### src/rtl/microseq_pkg.sv
// rtl/microseq_pkg.sv - sequencing op encodings and default sizes shared with the microcode assembler
package microseq_pkg;

  localparam logic [2:0] SEQ_NEXT     = 3'd0;
  localparam logic [2:0] SEQ_JUMP     = 3'd1;
  localparam logic [2:0] SEQ_DISPATCH = 3'd2;
  localparam logic [2:0] SEQ_BRANCH   = 3'd3;
  localparam logic [2:0] SEQ_CALL     = 3'd4;
  localparam logic [2:0] SEQ_RET      = 3'd5;
  localparam logic [2:0] SEQ_WAIT     = 3'd6;
  localparam logic [2:0] SEQ_RESTART  = 3'd7;

  localparam int DEF_OFFSET_WIDTH = 8;
  localparam int DEF_FLAG_W       = 4;
  localparam int DEF_STACK_DEPTH  = 4;

endpackage

### src/rtl/microseq_stack.sv
// rtl/microseq_stack.sv - return-address LIFO; the caller decides when push/pop are legal
module microseq_stack
  import microseq_pkg::*;
#(
  parameter int DATA_W = DEF_OFFSET_WIDTH,
  parameter int DEPTH  = DEF_STACK_DEPTH,
  localparam int DEPTH_W = $clog2(DEPTH + 1)
) (
  input  logic               clk,
  input  logic               res,
  input  logic               push,
  input  logic               pop,
  input  logic [DATA_W-1:0]  data_in,
  output logic [DATA_W-1:0]  top,
  output logic [DEPTH_W-1:0] depth,
  output logic               full,
  output logic               empty
);

  logic [DATA_W-1:0]  mem_q [DEPTH];
  logic [DATA_W-1:0]  mem_d [DEPTH];
  logic [DEPTH_W-1:0] depth_q;
  logic [DEPTH_W-1:0] depth_d;

  always_comb begin
    mem_d   = mem_q;
    depth_d = depth_q;
    top     = '0;
    full    = (depth_q == DEPTH_W'(DEPTH));
    empty   = (depth_q == '0);
    // Loop compare avoids indexing the array with the wider depth counter.
    for (int i = 0; i < DEPTH; i++) begin
      if (i + 1 == int'(depth_q)) top = mem_q[i];
      if (push && i == int'(depth_q)) mem_d[i] = data_in;
    end
    if (push) depth_d = depth_q + DEPTH_W'(1);
    else if (pop) depth_d = depth_q - DEPTH_W'(1);
  end

  always_ff @(posedge clk) begin
    if (res) depth_q <= '0;
    else     depth_q <= depth_d;
  end

  always_ff @(posedge clk) begin
    mem_q <= mem_d;
  end

  assign depth = depth_q;

endmodule

### src/rtl/microsequencer.sv
// rtl/microsequencer.sv - micro-PC next-address generator; return stack built only with MICROSEQ_STACK_EN
module microsequencer
  import microseq_pkg::*;
#(
  parameter int OFFSET_WIDTH = DEF_OFFSET_WIDTH,
  parameter int FLAG_W       = DEF_FLAG_W,
  parameter int STACK_DEPTH  = DEF_STACK_DEPTH,
  localparam int SEL_W   = $clog2(FLAG_W),
  localparam int DEPTH_W = $clog2(STACK_DEPTH + 1)
) (
  input  logic                    clk,
  input  logic                    res,
  input  logic [2:0]              seq_op,
  input  logic [OFFSET_WIDTH-1:0] seq_target,
  input  logic [SEL_W-1:0]        cond_sel,
  input  logic                    cond_inv,
  input  logic [FLAG_W-1:0]       flags,
  input  logic [OFFSET_WIDTH-1:0] dispatch_addr,
  input  logic                    mem_ready,
  output logic [OFFSET_WIDTH-1:0] offset,
  output logic [OFFSET_WIDTH-1:0] upc,
  output logic [DEPTH_W-1:0]      depth,
  output logic                    stack_err,
  output logic                    waiting
);

  logic [OFFSET_WIDTH-1:0] upc_q;
  logic [OFFSET_WIDTH-1:0] upc_d;
  logic [OFFSET_WIDTH-1:0] inc;
  logic                    cond;

`ifdef MICROSEQ_STACK_EN
  logic [OFFSET_WIDTH-1:0] stk_top;
  logic                    stk_full;
  logic                    stk_empty;
  logic                    push;
  logic                    pop;
  logic                    stack_err_q;
  logic                    stack_err_d;
`endif

  always_comb begin
    inc     = upc_q + OFFSET_WIDTH'(1);
    cond    = flags[cond_sel] ^ cond_inv;
    upc_d   = inc;
    waiting = 1'b0;
`ifdef MICROSEQ_STACK_EN
    push        = 1'b0;
    pop         = 1'b0;
    stack_err_d = stack_err_q;
`endif
    case (seq_op)
      SEQ_NEXT:     upc_d = inc;
      SEQ_JUMP:     upc_d = seq_target;
      SEQ_DISPATCH: upc_d = dispatch_addr;
      SEQ_BRANCH:   upc_d = cond ? seq_target : inc;
      SEQ_CALL: begin
        upc_d = seq_target;
`ifdef MICROSEQ_STACK_EN
        // A full stack keeps its entries; the jump still happens.
        if (stk_full) stack_err_d = 1'b1;
        else          push = 1'b1;
`endif
      end
      SEQ_RET: begin
`ifdef MICROSEQ_STACK_EN
        if (stk_empty) begin
          upc_d       = '0;
          stack_err_d = 1'b1;
        end else begin
          upc_d = stk_top;
          pop   = 1'b1;
        end
`else
        upc_d = '0;
`endif
      end
      SEQ_WAIT: begin
        upc_d   = mem_ready ? inc : upc_q;
        waiting = !mem_ready;
      end
      SEQ_RESTART:  upc_d = '0;
      default:      upc_d = '0;
    endcase
    if (res) begin
      upc_d   = '0;
      waiting = 1'b0;
`ifdef MICROSEQ_STACK_EN
      push = 1'b0;
      pop  = 1'b0;
`endif
    end
  end

  always_ff @(posedge clk) begin
    if (res) upc_q <= '0;
    else     upc_q <= upc_d;
  end

`ifdef MICROSEQ_STACK_EN
  always_ff @(posedge clk) begin
    if (res) stack_err_q <= 1'b0;
    else     stack_err_q <= stack_err_d;
  end

  microseq_stack #(
    .DATA_W (OFFSET_WIDTH),
    .DEPTH  (STACK_DEPTH)
  ) u_stack (
    .clk     (clk),
    .res     (res),
    .push    (push),
    .pop     (pop),
    .data_in (inc),
    .top     (stk_top),
    .depth   (depth),
    .full    (stk_full),
    .empty   (stk_empty)
  );

  assign stack_err = stack_err_q;
`else
  assign depth     = '0;
  assign stack_err = 1'b0;
`endif

  assign offset = upc_d;
  assign upc    = upc_q;

endmodule

### config.mk
export PLATFORM = sky130hd
export DESIGN_NAME = microsequencer
export DESIGN_NICKNAME = d
export VERILOG_FILES = /design/src/rtl/microseq_pkg.sv /design/src/rtl/microseq_stack.sv /design/src/rtl/microsequencer.sv
export SDC_FILE = /design/constraint.sdc
export NUM_CORES = 1
export LEC_CHECK = 0
export CAP_MARGIN = 20
export CORE_MARGIN = 4
export CORE_UTILIZATION = 40
export DETAILED_ROUTE_END_ITERATION = 7
export GPL_ROUTABILITY_DRIVEN = 1
export PLACE_DENSITY = 0.8
export SETUP_SLACK_MARGIN = 0.3
export SLEW_MARGIN = 20
export SYNTH_ARGS = -nofsm -noshare
export SYNTH_HDL_FRONTEND = slang
export SYNTH_SLANG_ARGS = --single-unit
### constraint.sdc
create_clock -name clk -period 2.8 [get_ports clk]
set_input_delay 0.56 -clock clk [delete_from_list [all_inputs] [get_ports clk]]
set_output_delay 0.56 -clock clk [all_outputs]
set_load 0.02 [all_outputs]
== Word-level counts from Yosys, hierarchy flattened ==
Index checks and enable logic that the tools add are counted.
Operators by class
  $add $sub $neg: 1
  magnitude comparators: 1
  equality and inequality tests: 7
  muxes and demuxes: 8
  bitwise gates (word level): 1
  reductions and logical operators: 4
Operators by type and width (count)
  $pmux W8 S6: 1
  $mux W8: 3
  $eq A3 B3 Y1 const B: 4
  $add A8 B1 Y8 const B: 1
  $eq A3 B2 Y1 const B: 2
  $reduce_or A2 Y1: 2
  $eq A3 B1 Y1 const B: 1
  $logic_not A3 Y1: 1
  $lt A2 B3 Y1 const B: 1
  $mux W1: 3
  $bmux W1 S2: 1
  $logic_not A1 Y1: 1
  $xor A1 B1 Y1: 1
Word-level totals
  bits in registers: 8
  output and inout bits: 21
  word-level logic and storage cells: 23

== Longest topological paths before layout ==
  depth in word-level cells: 6
  depth in mapped cells: 6
  gate-level depth less buffers: 6

== Worst setup path before layout ==
Ideal clock, no wire load.
  path type: in2out
  from: in cond_sel[0]
  to: out offset[5]
  data arrival time: 2.375 ns
  data required time: 2.240 ns
  setup slack: -0.135 ns
  stages on the path: 6
  buffers on the path: 1
  path through: mux4_2 -> xnor2_4 -> buf_6 -> nor2_1 -> a211o_1 -> a221oi_1
On the way
  cells in the longest elaborated chain, start to end: 6
Ends and longest elaborated chain
  start, declared: line microsequencer.sv:15  | input logic [SEL_W-1:0] cond_sel,
  $bmux W1 S2: line microsequencer.sv:44  | cond = flags[cond_sel] ^ cond_inv;
  $mux W1 (implied by the code): line microsequencer.sv:44
  $xor A1 B1 Y1: line microsequencer.sv:44
  $mux W8: line microsequencer.sv:56  | SEQ_BRANCH: upc_d = cond ? seq_target : inc;
  $pmux W8 S6: line microsequencer.sv:52  | case (seq_op)
  $mux W8: line microsequencer.sv:85  | if (res) begin
  end, declared: line microsequencer.sv:20  | output logic [OFFSET_WIDTH-1:0] offset,
Every way passes these cells. The select of a mux whose other input is x is not followed.

== Worst setup path in the final report ==
  from: in flags[0]
  to: out offset[0]
On the way
  cells in the longest elaborated chain, start to end: 6
Ends and longest elaborated chain
  start, declared: line microsequencer.sv:17  | input logic [FLAG_W-1:0] flags,
  $bmux W1 S2: line microsequencer.sv:44
  $mux W1 (implied by the code): line microsequencer.sv:44
  $xor A1 B1 Y1: line microsequencer.sv:44
  $mux W8: line microsequencer.sv:56
  $pmux W8 S6: line microsequencer.sv:52
  $mux W8: line microsequencer.sv:85
Every way passes these cells. The select of a mux whose other input is x is not followed.

==> flow_results.org <==
** Run status
- The run finished, with violations left.
- The checks that failed: setup timing.

** Synthesis
- The largest total area in the synthesized netlist belongs to dfxtp_1.
- Average instance area after synthesis :: 7.49 µm²
- Synth Instances :: 136
- By area the synthesized netlist is led by dfxtp_1 (16%), a221oi_1 (10%), xor2_1 (6.9%).
- Sequential-to-total area share from yosys stat :: 0.157
- Number of distinct library cells after synthesis :: 34
- Synthesized area :: 1020 µm²
- Of the post-synthesis cell area, the dominant cell type holds 0.157.
- Number of synthesized register bits :: 8
- During synthesis, Yosys emitted a total of 0 warnings.

** Timing
- Setup skew after layout :: approximately 3.1 ps
- Number of max-slew violations in the final report :: 0
- Final worst setup slack :: -192 ps
- Min Tclk post-route :: 2990 ps
- Unrepaired setup endpoints after global routing :: true
- For this run, the top clock speed supported by timing is about 330 MHz.
- Total setup violations reported at the end of the flow :: 7
- Of the available clock period, the critical path in the final layout requires 1.07.
- Final Hold Vio Count :: 0

** Clock tree
- CTS Root Cell :: clkbuf_4
- Hold_buf cts :: 0
- Buffers inserted during clock tree synthesis total 3.
- Clock tree from TritonCTS :: done
- Total number of clock tree sinks :: 8
- Clock latency on the worst-skew pair, taken at its later pin, is 280 ps.
- Clock Pin Slew Worst Setup and Hold Paths :: 70 ps
- The clock passes through at most 2 buffers.
- Number of H-tree levels :: 1

** Job
- Maximum Capacitance Violations :: 0

** Drt
- For this run, design rule violations remaining after detail routing come to 0.
- Average routed wire per standard cell :: 18.9 µm
- Detailed-route via count :: 1512
- The first detailed-routing pass ran for 4 iterations.
- Final wirelength :: between 4000 and 5000 µm
- Remaining number of nets flagged by the antenna check after routing :: 0
- Vias/cell :: between 5 and 6
- Number of DRC violations after detailed-routing iteration 0 :: 83

** Die
- The initial utilization of the core area, before any placement, comes to 0.415.
- The die is approximately 58 µm wide.
- Core Rows :: 18
- Top Ports :: 50
- Area of the core region :: 2450 µm²
- The die covers about 3400 µm².
- Die extent in y :: 58.5 µm

** Critical path
- Critical path destination :: offset[0]
- Setup CP Type :: in2out
- Worst reg2reg startpoint :: upc[0]$_SDFF_PP0_
- Worst R2R Setup Slack :: 970 ps
- Largest fanout of any net on the critical path :: 2
- Critical path origin :: flags[0]
- Worst reg-to-reg path cell count :: 5
- Worst EP arrival :: roughly 2400 ps
- Crit start category :: primary input
- Critical Path End Type :: output port
- The worst register-to-register path ends at upc[6]$_SDFF_PP0_.
- Required time of the critical path :: 2240 ps

** Layout
- In the layout the commonest cells are buf_4 (43), clkdlybuf4s50_1 (27), inv_1 (12).
- Measured on the finished design, the core utilization comes to 0.832.
- The library cell used most frequently in the layout, excluding fill and tap cells, is buf_4.
- Flip-flop count of the largest register after layout :: 8
- After the last flow step, the layout net total stands at 255.
- Of the cells placed in the final design, the portion with a size suffix greater than 1 is 0.390.
- Area growth from synthesis to layout :: 101%
- The number of antenna diodes in the final layout is 0.

** GRT
- The number of antenna violations at the first check in global routing is 0.
- The number of global-route vias before repair was 1595.
- Overall track demand over capacity in global routing :: 0.288
- Largest net degree at the start of global routing :: 9
- The total overflow left after global routing is 0.
- The first global-routing pass estimated 7380 µm of wire.

** Place
- Final RePlAce weighted congestion :: about 0.9
- Worst slack at placement :: -1080 ps
- The wire-length estimate of the detail-placed layout is 3420 µm.
- Port buffer count :: 45

** Power and ir drop
- Power Dens Cells :: 311 nW/µm²
- Static leakage :: between 0.8 and 0.9 nW
- The worst-case IR drop observed on VDD is 0.000361 V.

** Hold path
- Class of the most critical hold timing path :: reg2reg
- The worst hold path was traced through 2 stages.
==> worst min-delay path by stage <==
stage / start / end / slack (ps)
floorplan: res / upc[5]$_SDFF_PP0_ / 640
global placement: upc[0]$_SDFF_PP0_ / upc[0]$_SDFF_PP0_ / 600
CTS: upc[0]$_SDFF_PP0_ / upc[0]$_SDFF_PP0_ / 650
detailed placement: upc[0]$_SDFF_PP0_ / upc[0]$_SDFF_PP0_ / 640
global route: upc[0]$_SDFF_PP0_ / upc[0]$_SDFF_PP0_ / 690
finish: upc[0]$_SDFF_PP0_ / upc[0]$_SDFF_PP0_ / 650
==> worst max-delay path, cell delays in order <==
cell and delay, ps:
buf_2 110, mux4_2 520, xnor2_4 230, buf_6 130, mux2i_2 260, a41oi_2 220
a211oi_4 260, buf_6 150
==> cells by family after synthesis <==
group,count (synthesis),synth area share
AOI/OAI and AO/OA,44,0.322
xor gates and xnor gates,14,0.139
adders and majority gates,6,0.0614
buffers and inverters,25,0.114
DFF,8,0.157
muxes,4,0.0516
other,1,0.00368
and+or+nand+nor,34,0.151
==> cell usage after synthesis <==
cell and n:
a221oi_1 12, nand4_1 4, buf_6 1, o31a_1 2, nor4_1 1, buf_4 4
mux4_2 1, o22a_1 1, buf_1 1, a41oi_1 1, o21ai_0 2, o32ai_1 1
mux2i_1 3, nand2_1 6, a211oi_1 3, inv_1 12, a21oi_1 11, a211o_2 2
nor2_1 14, nand3_1 4, o22ai_1 2, dfxtp_1 8, ha_1 1, nor3_1 3
and2_1 2, conb_1 1, xor2_1 8, a211o_1 3, maj3_1 5, xnor2_4 1
o21a_1 2, a2bb2oi_1 2, clkbuf_1 7, xnor2_1 5
==> final cells by class <==
type / count / area (µm²)
clock buffers: 3 / 22.5
fillers: 139 / 412
inverters: 12 / 45.0
multi-input cells: 107 / 933
flip-flops and latches: 8 / 160
well taps: 30 / 37.5
repair buffers: 93 / 845
==> metrics by stage <==
stage          cell area [µm²]  setup TNS, ps  hold WS (ps)  total power [mW]  std cells
2_1_floorplan             1140              0           639             0.311        139
3_3_place_gp              1890          -7600           604             0.457        243
3_5_place_dp              1890          -8500           640             0.469        243
4_1_cts                   2010           -849           652             0.620        251
5_1_grt                   2040          -1250           688             0.664        253
6_report                  2040          -1000           650             0.636        253
==> report_power, final <==
part           switching, mW  internal, mW  leakage (nW)
Combinational          0.186         0.209         0.784
Sequential            0.0119         0.123        0.0662
Clock                 0.0558        0.0499        0.0138
Total                  0.253         0.382         0.864
==> routing by layer <==
layer | share of wire | wire, µm | vias to the layer above | track usage
met1 | 0.36 | 1710 | 714 | 0.304
met2 | 0.51 | 2440 | 97 | 0.520
met3 | 0.076 | 364 | 27 | 0.0548
met5 | 0 | 0 | - | 0
met4 | 0.054 | 259 | 0 | 0.182
li1 | - | - | 674 | -
==> what timing repair did <==
| item | 4_1_cts | 5_1_grt |
|---|---|---|
| resized for setup | 83 | 5 |
| pin swaps | 9 | 0 |
| endpoints found under the setup margin | 12 | 9 |
| buffers inserted | 4 | 2 |
| gates cloned | 1 | 0 |
Note: power is estimated with default switching activity, not from simulation.
==> edit 1: new RTL, same flow settings <==
`DEF_FLAG_W`: 4 -> 8.
--- a/src/rtl/microseq_pkg.sv
+++ b/src/rtl/microseq_pkg.sv
@@ -11,7 +11,7 @@
   localparam logic [2:0] SEQ_RESTART  = 3'd7;
 
   localparam int DEF_OFFSET_WIDTH = 8;
-  localparam int DEF_FLAG_W       = 4;
+  localparam int DEF_FLAG_W       = 8;
   localparam int DEF_STACK_DEPTH  = 4;
 
 endpackage
Interface: changed (resized cond_sel and flags); port bits go from 50 to 55. The function was not compared with the original's and may differ.
==> edit 1 against the original RTL <==
Count of clock-buffer cells in the layout unchanged; clock power down 7%; largest power group unchanged; combinational power up 9.4%; core utilization up 0.93 points; critical endpoint is now offset[4]; setup slack better by 0.21 ns; area after synthesis up 14%; wire length up 19%; design area up 14%; sequential share of layout area down 0.61 points; total power up 4.9%; highest routed layer unchanged; cell count up 16%; sequential cell count unchanged.
==> edit 1: results (changes against the original RTL) <==
grt:
  grt_pass1_wl_mm: 8.69  # +18%
  grt_usage: 0.313  # +0.0248
  grt_max_degree: 15  # +6
  antenna_found_initial: 0  # unchanged
  overflow: 0  # unchanged
  grt_pass1_vias: 1873  # +17%
synth:
  postSynthAreaPerCell_um2: 7.28  # -2.8%
  synth_edf_count: 0  # unchanged
  synthArstFlopShare: 0  # unchanged
  synth_seq_area_share: 0.138  # -0.0189
  synth-main-ff-cell: "dfxtp_1"
  ys_types: 52  # +53%
  yosysWarnings: 0  # unchanged
  synth_common_cells: "13 x nand2_1, 13 x nor2_1, 12 x a21oi_1, 8 x dfxtp_1, 7 x o21ai_0"
  synth_area_leaders: "dfxtp_1 14%, a21oi_1 5.2%, mux2i_1 5.2%, xor2_1 4.5%, nand2_1 4.2%"
routing:
  dr.pass1.iters: 6  # +2
  drt_wl_total_mm: 5.69  # +19%
  routed-via-count: 1767  # +17%
  via_per_inst: 6.01  # +0.57%
  drt-initial-drc-count: 105  # +27%
finish:
  diodes: 0  # unchanged
  nets: 300  # +18%
  largest_reg_flops: 8  # unchanged
  drive_gt1_frac: 0.487  # +0.0966
  fill_cells: 176  # +27%
clocking:
  clk-insertion-delay-late_ns: 0.27
  cts_root_buf: "clkbuf_4"
  clk_path_buf_depth: 2  # unchanged
  htree_levels: 1  # unchanged
  numCtsBuffers: 3  # unchanged
  clk_pin_slew_ns: 0.07  # about the same
pwr:
  worst_ir_drop_vdd_mv: 0.300  # -17%
  sw_frac_of_total: 0.403  # +0.00384
  leakagePower_nw: 0.975  # +13%
worst_hold_path:
  holdCritPathClass: "in2reg"
  holdPathStages: 3  # +1
setup_path:
  rr_worst_depth: 9  # +4
  crit_fanout: 5  # +3
  crit_arrival_ns: 2.22  # -0.21 ns
timing:
  finClkSkew_ns: 0.00743  # +0.00438 ns
  setup_viol: 0  # -7
run_status:
  status: "finished, final reports clean"
placed_design:
  dp_hpwl_mm: 3.80  # +11%
  placed_cells_incl_taps: 278  # +14%
  place_congestion: 0.918  # +1.5%
  port_buffers: 50  # +11%
[edit 1: cell types whose count changed after synthesis, sizes merged, moves of 4 or more]
| cell | unedited run | this run |
|---|---|---|
| a211o | 5 | 1 |
| a221oi | 12 | 0 |
| inv | 12 | 5 |
| mux2 | 0 | 4 |
| nand2 | 6 | 13 |
| o21ai | 2 | 10 |
[edit 1: worst paths after layout]
check | startpoint | to | slack, ns
worst min register to register | upc[6] | upc[6] | 0.79
worst min-delay path | seq_op[0] | upc[3] | 0.78
worst max-delay path | flags[1] | offset[4] | 0.02
worst max register to register | upc[2] | upc[3] | 0.91
[edit 1: critical path: stages]
cell	delay, ns
clkdlybuf4s15_1	0.18
mux2i_1	0.09
a22o_1	0.23
or3_4	0.37
and2_4	0.22
buf_6	0.13
mux2i_4	0.18
o21ai_2	0.13
buf_6	0.13
[edit 1: cell type report]
type / instances / area, µm² / share of cell area
multi-input combinational: 135 / 1140 / 0.492
timing repair buffer: 111 / 926 / 0.399
sequential: 8 / 168 / 0.0722
tap: 31 / 38.8 / 0.0167
inverter: 6 / 23.8 / 0.0102
clock buffer: 3 / 22.5 / 0.00970
[edit 1: power by group through the flow]
stage,registers [mW],clock network (mW),logic [mW]
final,0.136,0.0989,0.432
after global placement,0.136,0,0.340
after CTS,0.136,0.101,0.415
after floorplan,0.150,0,0.164
after detailed placement,0.136,0,0.352
after global routing,0.137,0.111,0.453
[edit 1: metal layers]
metal	track usage	share of wire	up-vias
met5	0	0	-
met4	0.179	0.050	0
met3	0.0579	0.077	33
met2	0.549	0.51	113
met1	0.353	0.36	820
li1	-	-	801
[edit 1: logic make-up after synthesis]
group           count (synthesis)  synth area share
simple gates                   49             0.211
fa+ha+maj                       5            0.0454
xor+xnor                       11            0.0832
mux                            11             0.110
other cells                     1           0.00324
flops                           8             0.138
buf+inv                        20            0.0865
compound gates                 54             0.322
[edit 1: per-stage QoR]
stage	setup slack, ns	util	hold WS [ns]	cell area (µm²)
detailed placement	-0.975	0.742	0.778	2050
global route	-0.0227	0.842	0.786	2320
finish	0.0203	0.842	0.780	2320
CTS	0.0447	0.838	0.758	2310
floorplan	0.228	-	0.734	1220
global placement	-0.909	0.742	0.744	2050
[edit 1: timing repair]
| item | 4_1_cts | 5_1_grt |
|---|---|---|
| setup buffers | 10 | 2 |
| gates cloned | 1 | 0 |
| pin swaps | 21 | 9 |
| resized for setup | 144 | 5 |
| endpoints found under the setup margin | 9 | 9 |
==> edit 2: new RTL, same flow settings <==
Without the edit above. Add an input register stage for `seq_target`, without a reset; this delays it by one clock. The other inputs are not delayed to match.
--- a/src/rtl/microsequencer.sv
+++ b/src/rtl/microsequencer.sv
@@ -23,6 +23,12 @@
   output logic                    stack_err,
   output logic                    waiting
 );
+
+  logic [OFFSET_WIDTH-1:0] seq_target_q;
+
+  always_ff @(posedge clk) begin
+    seq_target_q <= seq_target;
+  end
 
   logic [OFFSET_WIDTH-1:0] upc_q;
   logic [OFFSET_WIDTH-1:0] upc_d;
@@ -51,11 +57,11 @@
 `endif
     case (seq_op)
       SEQ_NEXT:     upc_d = inc;
-      SEQ_JUMP:     upc_d = seq_target;
+      SEQ_JUMP:     upc_d = seq_target_q;
       SEQ_DISPATCH: upc_d = dispatch_addr;
-      SEQ_BRANCH:   upc_d = cond ? seq_target : inc;
+      SEQ_BRANCH:   upc_d = cond ? seq_target_q : inc;
       SEQ_CALL: begin
-        upc_d = seq_target;
+        upc_d = seq_target_q;
 `ifdef MICROSEQ_STACK_EN
         // A full stack keeps its entries; the jump still happens.
         if (stk_full) stack_err_d = 1'b1;
Formal check against the unedited RTL: not equivalent (a bounded check fails within 4 cycles, from zero or initial values).
==> edit 2 against the original RTL <==
The flow still finishes with violations (negative setup slack); wire length is 6.7% lower; area after synthesis is 16% higher; setup slack better by 0.024 ns; via count is 2.6% lower; design area is 7.8% higher; sequential cell count is 8 higher; cell count is 3.2% higher; critical path depth stayed put; total power is 26% higher; critical endpoint is now offset[6]; highest routed layer unchanged.
==> edit 2: results (changes against the original RTL) <==
run_status:
  status: "finished, violations left"
  violations: "negative setup slack"
clocking:
  clk-insertion-delay-late_ns: 0.31  # +0.03 ns
  clk_pin_slew_ns: 0.11  # +0.04 ns
routing:
  routed-via-count: 1473  # -2.6%
  drt_wl_total_mm: 4.46  # -6.7%
  drt-initial-drc-count: 55  # -34%
  routedWlPerCell_um: 17.1  # -9.6%
grt:
  grt_pass1_vias: 1610  # +0.94%
  grt_pass1_wl_mm: 7.49  # +1.6%
  grt_usage: 0.234  # -0.0541
  grt_max_degree: 16  # +7
pwr:
  power_clock_uw: 165  # +56%
  pg_comb_uw: 373  # -5.6%
  worst_ir_drop_vdd_mv: 0.396  # +9.8%
  comb_power_share: 0.466  # -0.155
  sw_frac_of_total: 0.347  # -0.0518
timing:
  setup_viol: 7  # unchanged
  finClkSkew_ns: 0.0105  # +0.00743 ns
  tns_ns: -0.637  # +0.366 ns
  setup_slack_ns: -0.168  # +0.0239 ns
finish:
  n_all_buffers: 91  # -2.2%
  buffer_area_frac: 0.370  # -0.0429
  syn2layout_area_growth_pct: 86.8
  n_clock_buffer: 4  # +1
  drive_gt1_frac: 0.365  # -0.0249
  seq_share: 0.145  # +0.0671
  multi_input_area_um2: 946  # +1.3%
  fill_cells: 176  # +27%
  diodes: 0  # unchanged
setup_path:
  startpoint: "cond_sel[0]"
  reg2reg_slack_ns: 0.99  # +0.02 ns
  crit_fanout: 4  # +2
  crit_end: "offset[6]"
  rr_worst_depth: 5  # unchanged
  max_stage_delay_ns: 0.61  # +0.09 ns
  crit_arrival_ns: 2.41  # -0.02 ns
placed_design:
  post-place-ws_ns: -1.06  # +0.0159 ns
  placedInstanceArea_um2: 2000  # +5.8%
  place_congestion: 0.825  # -8.9%
  placed_cells_incl_taps: 245  # +0.82%
  dp_hpwl_mm: 3.19  # -6.6%
worst_hold_path:
  holdPathStages: 1  # -1
  holdCritPathClass: "in2reg"
synth:
  ys_types: 34  # unchanged
  synth_seq_cells: 16  # +8
  synth_seq_area_share: 0.272  # +0.115
  synth.mux.area_fraction: 0.0446  # -0.00701
  synth_common_cells: "16 x dfxtp_1, 14 x nor2_1, 12 x a221oi_1, 12 x inv_1, 11 x a21oi_1"
  synth-xor-area-share: 0.120  # -0.0189
  synth_compound_area_frac: 0.278  # -0.0437
  synth_area_leaders: "dfxtp_1 27%, a221oi_1 8.9%, xor2_1 5.9%, a21oi_1 4.7%, nor2_1 4.5%"
==> edit 2: what timing repair did <==
action,4_1_cts,5_1_grt
setup buffers,9,2
gates resized for setup,84,5
gates cloned,1,0
pin swaps,11,10
endpoints found under the setup margin,9,9
==> edit 2: how the worst min path moves through the flow <==
stage | startpoint | to | slack, ns
detailed placement | seq_target_q[6] | upc[6] | 0.69
finish | seq_target[4] | seq_target_q[4] | 0.68
floorplan | seq_target[0] | seq_target_q[0] | 0.59
global route | seq_target[5] | seq_target_q[5] | 0.67
CTS | seq_target[4] | seq_target_q[4] | 0.68
global placement | upc[0] | upc[0] | 0.66
==> edit 2: routing by layer <==
| layer | up-vias | GRT usage | part of all wire |
|---|---|---|---|
| met4 | 0 | 0.0743 | 0.015 |
| met3 | 9 | 0.0829 | 0.071 |
| met2 | 58 | 0.413 | 0.52 |
| met5 | - | 0 | 0 |
| met1 | 707 | 0.260 | 0.39 |
| li1 | 699 | - | - |
